File: config.mk
export PLATFORM = sky130hd
export DESIGN_NAME = output_signature_monitor_flat
export DESIGN_NICKNAME = d
export VERILOG_FILES = /design/src/rtl/output_signature_monitor_if.sv /design/src/rtl/output_signature_monitor.sv /design/src/flat_wrapper.sv
export SDC_FILE = /design/constraint.sdc
export NUM_CORES = 1
export LEC_CHECK = 0
export CORE_MARGIN = 1
export CORE_UTILIZATION = 40
export CTS_CLUSTER_SIZE = 10
export DETAILED_ROUTE_END_ITERATION = 10
export PLACE_DENSITY = 0.69
export SLEW_MARGIN = 40
export SYNTH_ARGS = -nofsm -noshare
export SYNTH_HDL_FRONTEND = slang
export SYNTH_SLANG_ARGS = --single-unit
File: constraint.sdc
create_clock -name clk -period 2 [get_ports clk]
set_input_delay 0.5 -clock clk [delete_from_list [all_inputs] [get_ports clk]]
set_output_delay 0.5 -clock clk [all_outputs]
set_load 0.02 [all_outputs]
File: src/rtl/output_signature_monitor_if.sv
// -----------------------------------------------------------------------------
// output_signature_monitor_if
// Bundles the control, sample and result signals of output_signature_monitor.
//   master : the environment side (drives start/clear/sample_valid/y_in/ack,
//            observes busy/sig/sig_valid/event_count/alarm)
//   slave  : the monitor side (the reverse directions)
// Signals:
//   start        single-cycle request to open a window
//   clear        synchronous abort to IDLE
//   sample_valid y_in is valid this cycle
//   y_in[19:0]   observed FSM outputs, bit i-1 carries y_i
//   ack          consumer acknowledges the completed signature
//   busy         window is collecting
//   sig[19:0]    MISR signature
//   sig_valid    signature complete, waiting for ack
//   event_count  event samples seen in the current or last window
//   alarm        event threshold reached in the current or last window
// -----------------------------------------------------------------------------
interface output_signature_monitor_if;
    logic        start;
    logic        clear;
    logic        sample_valid;
    logic [19:0] y_in;
    logic        ack;
    logic        busy;
    logic [19:0] sig;
    logic        sig_valid;
    logic [7:0]  event_count;
    logic        alarm;

    modport master (
        output start, clear, sample_valid, y_in, ack,
        input  busy, sig, sig_valid, event_count, alarm
    );

    modport slave (
        input  start, clear, sample_valid, y_in, ack,
        output busy, sig, sig_valid, event_count, alarm
    );
endinterface

File: src/rtl/output_signature_monitor.sv
// -----------------------------------------------------------------------------
// output_signature_monitor
// Compresses WIN valid samples of an upstream FSM's output vector into a
// 20-bit MISR signature and optionally counts "event" samples selected by
// EVT_MASK, raising a sticky alarm once ALARM_TH events are seen in a window.
//
// Ports:
//   clk  rising-edge clock
//   rst  asynchronous, active-high reset
//   bus  output_signature_monitor_if.slave (see interface for signal list)
//
// Parameters:
//   WIN      valid samples per window (1..65535)
//   SEED     MISR value loaded at window start and on reset
//   EVT_MASK y_in bits that mark a sample as an event
//   ALARM_TH event count at which alarm asserts (1..255)
//
// Configuration macro:
//   MON_ALARM_EN  defined   -> event counter and alarm are built
//                 undefined -> event_count = 0, alarm = 0, no event flops
// -----------------------------------------------------------------------------
module output_signature_monitor #(
    parameter int unsigned WIN      = 64,
    parameter logic [19:0] SEED     = 20'h00000,
    parameter logic [19:0] EVT_MASK = 20'h00008,
    parameter int unsigned ALARM_TH = 5
) (
    input logic                         clk,
    input logic                         rst,
    output_signature_monitor_if.slave   bus
);

    typedef enum logic [1:0] {
        IDLE    = 2'd0,
        COLLECT = 2'd1,
        DONE    = 2'd2
    } state_t;

    localparam logic [15:0] WIN_LAST = 16'(WIN - 1);

    state_t      state_q;
    state_t      state_d;
    logic [19:0] sig_q;
    logic [15:0] sample_cnt_q;
    logic        busy;
    logic        sig_valid;

    // clear overrides everything, so neither a window start nor a sample is
    // honoured in a cycle where clear is high.
    logic window_start;
    logic sample_fire;
    logic last_sample;

    assign window_start = (state_q == IDLE)    && bus.start        && !bus.clear;
    assign sample_fire  = (state_q == COLLECT) && bus.sample_valid && !bus.clear;
    assign last_sample  = sample_fire && (sample_cnt_q == WIN_LAST);

    // Feedback taps 19 and 16 enter at bit 0; every other bit shifts up.
    logic [19:0] misr_next;
    assign misr_next = {sig_q[18:0], sig_q[19] ^ sig_q[16]} ^ bus.y_in;

    // ------------------------------------------------------------------ FSM
    // NOTE: sequential state uses non-blocking (<=) so all flops sample the
    // pre-edge values regardless of statement order.
    always_ff @(posedge clk or posedge rst) begin
        if (rst) begin
            state_q <= IDLE;
        end else begin
            state_q <= state_d;
        end
    end

    // NOTE: every output of this block gets a default first, so no path can
    // leave a signal unassigned and infer a latch.
    always_comb begin
        state_d   = state_q;
        busy      = 1'b0;
        sig_valid = 1'b0;
        case (state_q)
            IDLE: begin
                if (bus.start) state_d = COLLECT;
            end
            COLLECT: begin
                busy = 1'b1;
                if (last_sample) state_d = DONE;
            end
            DONE: begin
                sig_valid = 1'b1;
                // A concurrent start is simply not looked at here.
                if (bus.ack) state_d = IDLE;
            end
            default: state_d = IDLE;
        endcase
        if (bus.clear) state_d = IDLE;
    end

    // ------------------------------------------------------------- datapath
    // sig holds through clear, IDLE and DONE; it only moves on a window
    // start (reload) or an accepted sample.
    always_ff @(posedge clk or posedge rst) begin
        if (rst) begin
            sig_q <= SEED;
        end else if (window_start) begin
            sig_q <= SEED;
        end else if (sample_fire) begin
            sig_q <= misr_next;
        end
    end

    // Counts up to WIN at most, which fits 16 bits for every legal WIN.
    always_ff @(posedge clk or posedge rst) begin
        if (rst) begin
            sample_cnt_q <= 16'd0;
        end else if (window_start) begin
            sample_cnt_q <= 16'd0;
        end else if (sample_fire) begin
            sample_cnt_q <= sample_cnt_q + 16'd1;
        end
    end

`ifdef MON_ALARM_EN
    localparam logic [7:0] ALARM_LEVEL = 8'(ALARM_TH);

    logic [7:0] event_cnt_q;
    logic       alarm_q;
    logic       evt_hit;

    assign evt_hit = sample_fire && ((bus.y_in & EVT_MASK) != 20'h00000);

    always_ff @(posedge clk or posedge rst) begin
        if (rst) begin
            event_cnt_q <= 8'd0;
            alarm_q     <= 1'b0;
        end else if (bus.clear || window_start) begin
            event_cnt_q <= 8'd0;
            alarm_q     <= 1'b0;
        end else if (evt_hit && (event_cnt_q != 8'hFF)) begin
            event_cnt_q <= event_cnt_q + 8'd1;
            // Sticky: set on the crossing edge, only cleared by start/clear/rst.
            if (event_cnt_q + 8'd1 == ALARM_LEVEL) alarm_q <= 1'b1;
        end
    end

    assign bus.event_count = event_cnt_q;
    assign bus.alarm       = alarm_q;
`else
    // Event logic is compiled out; keep the parameters referenced.
    logic unused_evt_cfg;
    assign unused_evt_cfg  = ^{EVT_MASK, 8'(ALARM_TH)};
    assign bus.event_count = 8'h00;
    assign bus.alarm       = 1'b0;
`endif

    assign bus.busy      = busy;
    assign bus.sig_valid = sig_valid;
    assign bus.sig       = sig_q;

endmodule

File: src/flat_wrapper.sv
// flat-port wrapper written by rule: the top's interface ports become plain ports
module output_signature_monitor_flat 
#(
    parameter int unsigned WIN      = 64,
    parameter logic [19:0] SEED     = 20'h00000,
    parameter logic [19:0] EVT_MASK = 20'h00008,
    parameter int unsigned ALARM_TH = 5
)
  (clk, rst, bus_start, bus_clear, bus_sample_valid, bus_y_in, bus_ack, bus_busy, bus_sig, bus_sig_valid, bus_event_count, bus_alarm);
  output_signature_monitor_if bus_i ();
  input logic clk;
  input logic rst;
  input wire logic [$bits(bus_i.start)-1:0] bus_start;
  input wire logic [$bits(bus_i.clear)-1:0] bus_clear;
  input wire logic [$bits(bus_i.sample_valid)-1:0] bus_sample_valid;
  input wire logic [$bits(bus_i.y_in)-1:0] bus_y_in;
  input wire logic [$bits(bus_i.ack)-1:0] bus_ack;
  output wire logic [$bits(bus_i.busy)-1:0] bus_busy;
  output wire logic [$bits(bus_i.sig)-1:0] bus_sig;
  output wire logic [$bits(bus_i.sig_valid)-1:0] bus_sig_valid;
  output wire logic [$bits(bus_i.event_count)-1:0] bus_event_count;
  output wire logic [$bits(bus_i.alarm)-1:0] bus_alarm;
  assign bus_i.start = bus_start;
  assign bus_i.clear = bus_clear;
  assign bus_i.sample_valid = bus_sample_valid;
  assign bus_i.y_in = bus_y_in;
  assign bus_i.ack = bus_ack;
  assign bus_busy = bus_i.busy;
  assign bus_sig = bus_i.sig;
  assign bus_sig_valid = bus_i.sig_valid;
  assign bus_event_count = bus_i.event_count;
  assign bus_alarm = bus_i.alarm;
  output_signature_monitor #(.WIN(WIN), .SEED(SEED), .EVT_MASK(EVT_MASK), .ALARM_TH(ALARM_TH)) u_core (.clk(clk), .rst(rst), .bus(bus_i));
endmodule
; ---- After elaboration in Yosys (flattened, before gate mapping)
; Cells that the tools add are included.
[totals]
in_bits = 26
out_inout_bits = 31
ff_bits = 38
elab_cells = 32
[op_classes]
muxes = 11
eq_ne = 6
bitwise_logic = 2
n_addsub = 1
n_reduce_logical = 9
[op_table]
columns = operator, count
row1 = 20-bit two-way mux, 2
row2 = 16-bit two-way mux, 2
row3 = 20-bit XOR, 1
row4 = 16-bit by 1-bit adder with 16-bit output (second input constant), 1
row5 = 16-bit by 6-bit equality test with 1-bit output (second input constant), 1
row6 = 2-bit two-way mux, 4
row7 = 3-bit inequality test (second input constant), 2
row8 = 2-bit one-hot mux with 3 select lines, 1
row9 = 1-bit logical AND, 5
row10 = 3-bit by 2-bit inequality test with 1-bit output (second input constant), 1
row11 = 3-bit AND reduction, 1
row12 = 2-bit by 1-bit equality test with 1-bit output (second input constant), 1
row13 = 2-bit equality test (second input constant), 1
row14 = 2-bit logical NOT, 1
row15 = 1-bit two-way mux, 2
row16 = 2-bit nonzero test, 1
row17 = 1-bit logical NOT, 1
row18 = 1-bit XOR, 1

; ---- Depth between registers and ports, before layout
; Gate-level depths: netlist (run 1).
[depth]
ltp_word = 7
mapped_depth = 6
depth_no_buf = 5

; ---- Worst setup path before layout (run 1)
; No wires, ideal clock.
[synth_timing]
kind = reg-to-reg
start = register u_core.state_q[0]
end = register u_core.sample_cnt_q[15]
path_slack_ps = 109
n_path_buf = 1
arrival_ps = 1813
setup_ps = 78
path_stages_with_launch = 6
period_less_slack_ps = 1891
required_time_ps = 1922
path_cell_list = dfrtp_1 -> buf_4 -> mux2i_1 -> or4b_4 -> or4_1 -> a21oi_1
[synth_via]
elab_chain_cells = 4
word_cells_on_any_way = 8
classes_between = 1 x eq/ne / 1 x mux / 6 x reduce/logical
[synth_lines]
columns = element, line
row1 = start: declaration, output_signature_monitor.sv:41  ; state_t state_q;
row2 = start signal: assignment, output_signature_monitor.sv:69  ; state_q <= state_d;
row3 = 2-bit by 1-bit equality test with 1-bit output or 2-bit logical NOT (tied branches), "output_signature_monitor.sv:55, output_signature_monitor.sv:54"
row4 = 1-bit logical AND (on tied branches) (2 in a row), "output_signature_monitor.sv:55, output_signature_monitor.sv:54"
row5 = 2-bit nonzero test (no source line) or 16-bit two-way mux (tied branches), -
row6 = end signal: assignment, output_signature_monitor.sv:117  ; sample_cnt_q <= sample_cnt_q + 16'd1;
row7 = end: declaration, output_signature_monitor.sv:44  ; logic [15:0] sample_cnt_q;
; Parallel ways exist; a longest one is shown, timed or not.
; A chain may end at the register's enable or synchronous reset.

; ---- Final worst setup path (run 1)
[layout_timing]
start = register u_core.sig_q[16], in the netlist u_core.bus.sig[16]
end = output bus_sig[16]
[layout_lines]
columns = element, line
row1 = start: declaration, output_signature_monitor.sv:43  ; logic [19:0] sig_q;
row2 = start signal: assignment, output_signature_monitor.sv:106  ; sig_q <= misr_next;
row3 = end: declaration, flat_wrapper.sv:19  ; output wire logic [$bits(bus_i.sig)-1:0] bus_sig;
; No word-level cell between the ends.

==> results of run 1 <==
[power by group]
group | internal [uW] | total [uW] | switching (uW) | leakage, uW
Clock | 278 | 540 | 262 | 0.0000482
Combinational | 335 | 625 | 289 | 0.000603
Sequential | 858 | 952 | 94.0 | 0.000507
[metal layers]
layer | track usage | vias to the layer above | part of all wire
li1 | - | 828 | -
met1 | 0.221 | 779 | 0.44
met2 | 0.289 | 50 | 0.47
met3 | 0.0525 | 10 | 0.064
met4 | 0.0937 | 0 | 0.021
met5 | 0 | - | 0
[area by class of cell]
cell class,count,share of cell area
flip-flops and latches,38,0.340
repair buffers,71,0.240
inverters,3,0.00402
multi-input cells,152,0.353
clock inverters,1,0.00179
well taps,67,0.0299
clock buffers,7,0.0308
[registers in the layout (all words and copies together) (netlist names)]
register / flops
u_core.bus.sig: 20
u_core.sample_cnt_q: 16
u_core.state_q: 2
[cell usage after synthesis (2+ instances only)]
cell        n  area, um2
xor2_1      2       17.5
nor2_1     33        124
nand4bb_1   2       22.5
nor4_1      5       31.3
o21ai_0     3       15.0
a211oi_1   19        143
a21oi_1    10       50.1
buf_4      10       75.1
a31o_2      4       35.0
inv_1       3       11.3
dfrtp_1    38        951
or3_1       3       18.8
nor3_1      3       15.0
xnor2_1    27        236
nand2_1    13       48.8
nand4_1     3       18.8
nand3_1     3       15.0
nor2b_1     2       12.5
clkbuf_1   10       37.5
[final timing paths]
path | endpoint | slack (ns) | depth (start not counted)
min reg2reg | u_core.sample_cnt_q[1] | 0.56 | 2
max reg2reg | u_core.sample_cnt_q[11] | 0.14 | 5
min | u_core.state_q[1] | 0.50 | 2
max | bus_sig[16] | 0.14 | 1
max in group asynchronous | u_core.state_q[1] | 1.02 | 3
min in group asynchronous | u_core.bus.sig[10] | 0.62 | 3
[stage by stage]
step / worst slack [ns] / hold slack, ns / TNS [ns] / cell area (um2) / std cells
4_1_cts: 0.00582 / 0.568 / 0 / 2790 / 339
6_report: 0.135 / 0.502 / 0 / 2800 / 339
5_1_grt: 0.0586 / 0.527 / 0 / 2800 / 339
3_5_place_dp: -0.384 / 0.558 / -5.59 / 2680 / 331
3_3_place_gp: -0.339 / 0.543 / -4.60 / 2680 / 331
2_1_floorplan: 0.109 / 0.519 / 0 / 2030 / 213
[repair_timing]
action	CTS	global route
pin swaps	4	3
gates resized for setup	7	4
setup endpoints to repair	6	5
hold buffers	0	0
buffers inserted	0	0
[cells by family (layout without fill, tap and decap cells)]
family / after synthesis / after routing
DFF: 38 / 38
and+or+nand+nor: 75 / 75
buffers and inverters: 23 / 82
muxes: 1 / 1
adders and majority gates: 1 / 1
xor gates and xnor gates: 29 / 29
AOI/OAI and AO/OA: 37 / 37
other: 1 / 9
==> impl_metrics.env, run 1 <==
export IMPL_outcome="finished, final reports clean"
export IMPL_worstPathArrival_ns=1.36
export IMPL_firstDrtPassIters=4
export IMPL_ant_nets=0
export IMPL_post_route_util=0.589
export IMPL_worstSkewPairLatency_ns=0.29
export IMPL_cts_buffer_depth=2
export IMPL_crit_family="buffers and inverters"
export IMPL_regArea_um2=953
export IMPL_die_area_um2=5280
export IMPL_grt_start_max_net_pins=40
export IMPL_hold_viol=0
export IMPL_fmax_ghz=0.536
export IMPL_ios=57
export IMPL_finalPower_uw=2120
export IMPL_fin_crit_sh=0.932
export IMPL_coreArea_um2=4750
export IMPL_synth_xor_area_frac=0.127
export IMPL_drc=0
export IMPL_worstSetupStartpointType="register"
export IMPL_grt_pass1_vias=1650
export IMPL_rsz0062_at_grt="false"
export IMPL_post_drt_wl_per_cell_um=12.5
export IMPL_powerDensity_nw_per_um2=755
export IMPL_syn_to_final_growth_pct=40.4
export IMPL_hp_start="bus_clear"
export IMPL_synth_compound_area_frac=0.125
export IMPL_synth_fa_ha_area_frac=0.00627
export IMPL_path_buf_inv=1
export IMPL_ys_warnings_count=0
export IMPL_ys_ff_latch=38
export IMPL_h_tree_depth=2
export IMPL_syn_area_um2=2000
export IMPL_port_buffers=47
export IMPL_synthSimpleGateAreaFrac=0.196
export IMPL_ir_drop_v=0.000438
export IMPL_fin_skew_ns=0.00627
export IMPL_nets=298
export IMPL_clock_sinks=38
export IMPL_grt_ovfl_total=0
export IMPL_via_count=1667
export IMPL_synth_top_family_by_area="simple AND/OR/NAND/NOR gates"
export IMPL_final_common_cell="clkdlybuf4s50_1"
export IMPL_drv_slew=0
export IMPL_dp_hpwl_mm=3.07
export IMPL_crit_path_max_fanout=4
export IMPL_antenna_found_initial=0
export IMPL_cp_required_ns=1.50
export IMPL_path_class="reg2out"
export IMPL_yosysSeqAreaShare=0.476
export IMPL_clk_pin_slew_worst_paths_ns=0.07
export IMPL_ys_flop_type="dfrtp_1"
export IMPL_netlist_instances=205
export IMPL_via_per_inst=4.92
export IMPL_cts_tree="yes"
export IMPL_avgSynthCellArea_um2=9.73
export IMPL_multi_input_area_um2=990
export IMPL_r2r_start="u_core.state_q[0]"
export IMPL_grtUsageTotal=0.181
export IMPL_floorplan_initialDensity=0.420
export IMPL_fill_cells=415
export IMPL_die_h_um=72.6
export IMPL_setup_viol=0
export IMPL_async_flop_share=1.00
export IMPL_timing_final_crit_period_ns=1.86
export IMPL_rows=25
export IMPL_synthMuxAreaShare=0.00502
export IMPL_drv_cap=0
export IMPL_cts_buffers=5
export IMPL_drive_gt1_frac=0.169
export IMPL_slowest_stage="clkdlybuf4s50_1"
export IMPL_grt_pass1_wl_mm=7.34
export IMPL_cp_cell_sequence="clkdlybuf4s50_1"
export IMPL_final_cell_mix="clkdlybuf4s50_1, dfrtp_1, nor2_1, xnor2_1, buf_4"
export IMPL_max_stage_delay_ns=0.65
export IMPL_antenna_cells=0
export IMPL_synth_edf_count=0
export IMPL_synth_cell_types=31
export IMPL_die_width_um=72.6
export IMPL_crit_start="u_core.bus.sig[16]"
export IMPL_root_buffer="clkbuf_8"
export IMPL_gp_congestion=0.805
export IMPL_routed_wl_mm=4.25
export IMPL_drtIter0Drc=36
export IMPL_hp_class="in2reg"
export IMPL_p_leak_uw=0.00116
export IMPL_end_kind="output port"
Power figures use the tool's default switching activity.
==> inputs of run 2 (changes only) <==
--- a/config.mk
+++ b/config.mk
@@ -5,6 +5,8 @@
 export SDC_FILE = /design/constraint.sdc
 export NUM_CORES = 1
 export LEC_CHECK = 0
+export ABC_AREA = 0
+export CAP_MARGIN = 20
 export CORE_MARGIN = 1
 export CORE_UTILIZATION = 40
 export CTS_CLUSTER_SIZE = 10
@@ -14,3 +16,4 @@
 export SYNTH_ARGS = -nofsm -noshare
 export SYNTH_HDL_FRONTEND = slang
 export SYNTH_SLANG_ARGS = --single-unit
+export TNS_END_PERCENT = 30
==> run 2 against run 1 <==
Against the previous run: clock skew down 0.00097 ns; sequential power about the same; worst hold slack worse by 0.00052 ns; combinational power about the same; critical endpoint is now u_core.sample_cnt_q[11].
==> impl_metrics.env, run 2 (same netlist as run 1, synthesis figures left out) <==
export IMPL_port_buffers=47
export IMPL_final_area_um2=2790
export IMPL_drv_slew=0
export IMPL_final_cell_mix="clkdlybuf4s50_1, dfrtp_1, nor2_1, xnor2_1, buf_4"
export IMPL_cts_buffer_depth=2
export IMPL_p_clk_frac=0.256
export IMPL_setup_viol=0
export IMPL_seqPwrFrac=0.449
export IMPL_crit_path_max_fanout=5
export IMPL_max_stage_delay_ns=0.53
export IMPL_root_buffer="clkbuf_8"
export IMPL_min_path_cells=2
export IMPL_grtUsageMet2=0.289
export IMPL_timing_final_crit_period_ns=1.99
export IMPL_holdWs_ns=0.501
export IMPL_antenna_cells=0
export IMPL_syn_to_final_growth_pct=39.9
export IMPL_r2r_end="u_core.sample_cnt_q[11]"
export IMPL_dp_hpwl_mm=3.07
export IMPL_grt_start_max_net_pins=40
export IMPL_r2r_cells=5
export IMPL_use_met1=0.221
export IMPL_powerDensity_nw_per_um2=759
export IMPL_cp_required_ns=2.22
export IMPL_coreArea_um2=4750
export IMPL_grt_pass1_wl_mm=7.34
export IMPL_switching_share=0.306
export IMPL_cts_buffers=5
export IMPL_post_cts_buffers=0
export IMPL_die_area_um2=5280
export IMPL_fin_skew_ns=0.00530
export IMPL_ant_nets=0
export IMPL_grt_pass1_vias=1650
export IMPL_fin_tns_setup_ns=0
export IMPL_hp_start="bus_clear"
export IMPL_power_share_combinational=0.295
export IMPL_drtIter0Drc=51
export IMPL_via_per_inst=4.89
export IMPL_multi_input_area_um2=985
export IMPL_place_area_um2=2680
export IMPL_worstPathArrival_ns=2.21
export IMPL_worstSkewPairLatency_ns=0.29
export IMPL_post_route_util=0.587
export IMPL_die_width_um=72.6
export IMPL_reg2reg_slack_ns=0.18
export IMPL_hp_class="in2reg"
export IMPL_clk_pin_slew_worst_paths_ns=0.07
export IMPL_nets=298
export IMPL_fmax_ghz=0.502
export IMPL_gp_congestion=0.805
export IMPL_path_class="in2reg"
export IMPL_slowest_stage="or4b_4"
export IMPL_drc=0
export IMPL_firstDrtPassIters=4
export IMPL_clock_sinks=38
export IMPL_antenna_found_initial=0
export IMPL_min_to="u_core.state_q[1]"
export IMPL_p_leak_uw=0.00114
export IMPL_die_h_um=72.6
export IMPL_finalPower_uw=2120
export IMPL_r2r_start="u_core.sample_cnt_q[3]"
export IMPL_rows=25
export IMPL_fin_crit_sh=0.995
export IMPL_drv_cap=0
export IMPL_cp_cell_sequence="clkdlybuf4s50_1 > mux2i_1 > or4b_4 > buf_6 > or3_1 > a21oi_2"
export IMPL_h_tree_depth=2
export IMPL_via_count=1658
export IMPL_grtUsageTotal=0.181
export IMPL_floorplan_initialDensity=0.420
export IMPL_regArea_um2=953
export IMPL_grt_busiest_layer="met2"
export IMPL_met3_usage=0.0525
export IMPL_routed_wl_mm=4.26
export IMPL_rsz0062_at_grt="true"
export IMPL_final_common_cell="clkdlybuf4s50_1"
export IMPL_hold_viol=0
export IMPL_post_drt_wl_per_cell_um=12.6
export IMPL_worstSetupStartpointType="input pin"
export IMPL_intPower_uw=1470
export IMPL_cts_tree="yes"
export IMPL_hold_buffers=0
export IMPL_p_switching_uw=648
export IMPL_ios=57
export IMPL_ir_drop_v=0.000438
export IMPL_grt_ovfl_total=0
export IMPL_drive_gt1_frac=0.165
export IMPL_outcome="finished, final reports clean"
export IMPL_end_kind="register"
export IMPL_fill_cells=419
export IMPL_largest_register_ffs=20
## run 2: metrics by stage
stage / std cells / worst slack, ns
after floorplan: 213 / 0.109
after CTS: 339 / 0.00582
after global routing: 339 / -0.0573
final: 339 / 0.00945
after global placement: 331 / -0.339
after detailed placement: 331 / -0.384
## run 2: final cells by class
type,count,area share
multi-input cells,152,0.353
inverters,3,0.00403
flip-flops and latches,38,0.342
well taps,67,0.0300
clock buffers,7,0.0309
clock inverters,1,0.00179
repair buffers,71,0.239
## run 2: critical path, delay by kind of cell
kind,cells,cell delay [ns]
buffers and inverters,2,0.62
and+or+nand+nor,2,0.88
AOI/OAI and AO/OA,1,0.13
muxes,1,0.09
## run 2: what timing repair did
| item | in CTS | in global routing |
|---|---|---|
| setup endpoints to repair | 6 | 5 |
| gates resized for setup | 7 | 1 |
| pin swaps | 4 | 1 |
## run 2: worst max-delay path by stage
stage | startpoint | to | slack (ns) | depth (start not counted)
2_1_floorplan | u_core.state_q[0] | u_core.sample_cnt_q[15] | 0.11 | 5
3_3_place_gp | bus_sample_valid | u_core.sample_cnt_q[15] | -0.34 | 5
3_5_place_dp | bus_sample_valid | u_core.sample_cnt_q[15] | -0.38 | 5
4_1_cts | bus_sample_valid | u_core.sample_cnt_q[11] | 0.006 | 6
5_1_grt | bus_start | u_core.sample_cnt_q[11] | -0.06 | 6
6_report | bus_sample_valid | u_core.sample_cnt_q[11] | 0.009 | 6
## run 2: power by group through the flow
stage	Clock, uW	Sequential (uW)	Combinational [uW]
6_report	543	951	625
5_1_grt	594	967	680
4_1_cts	559	953	634
3_5_place_dp	0	963	632
3_3_place_gp	0	964	625
2_1_floorplan	0	1040	269
## run 2: per-layer routing
layer,up-vias,share of wire
met3,8,0.063
met4,0,0.018
met5,-,0
met2,45,0.47
li1,825,-
met1,780,0.45
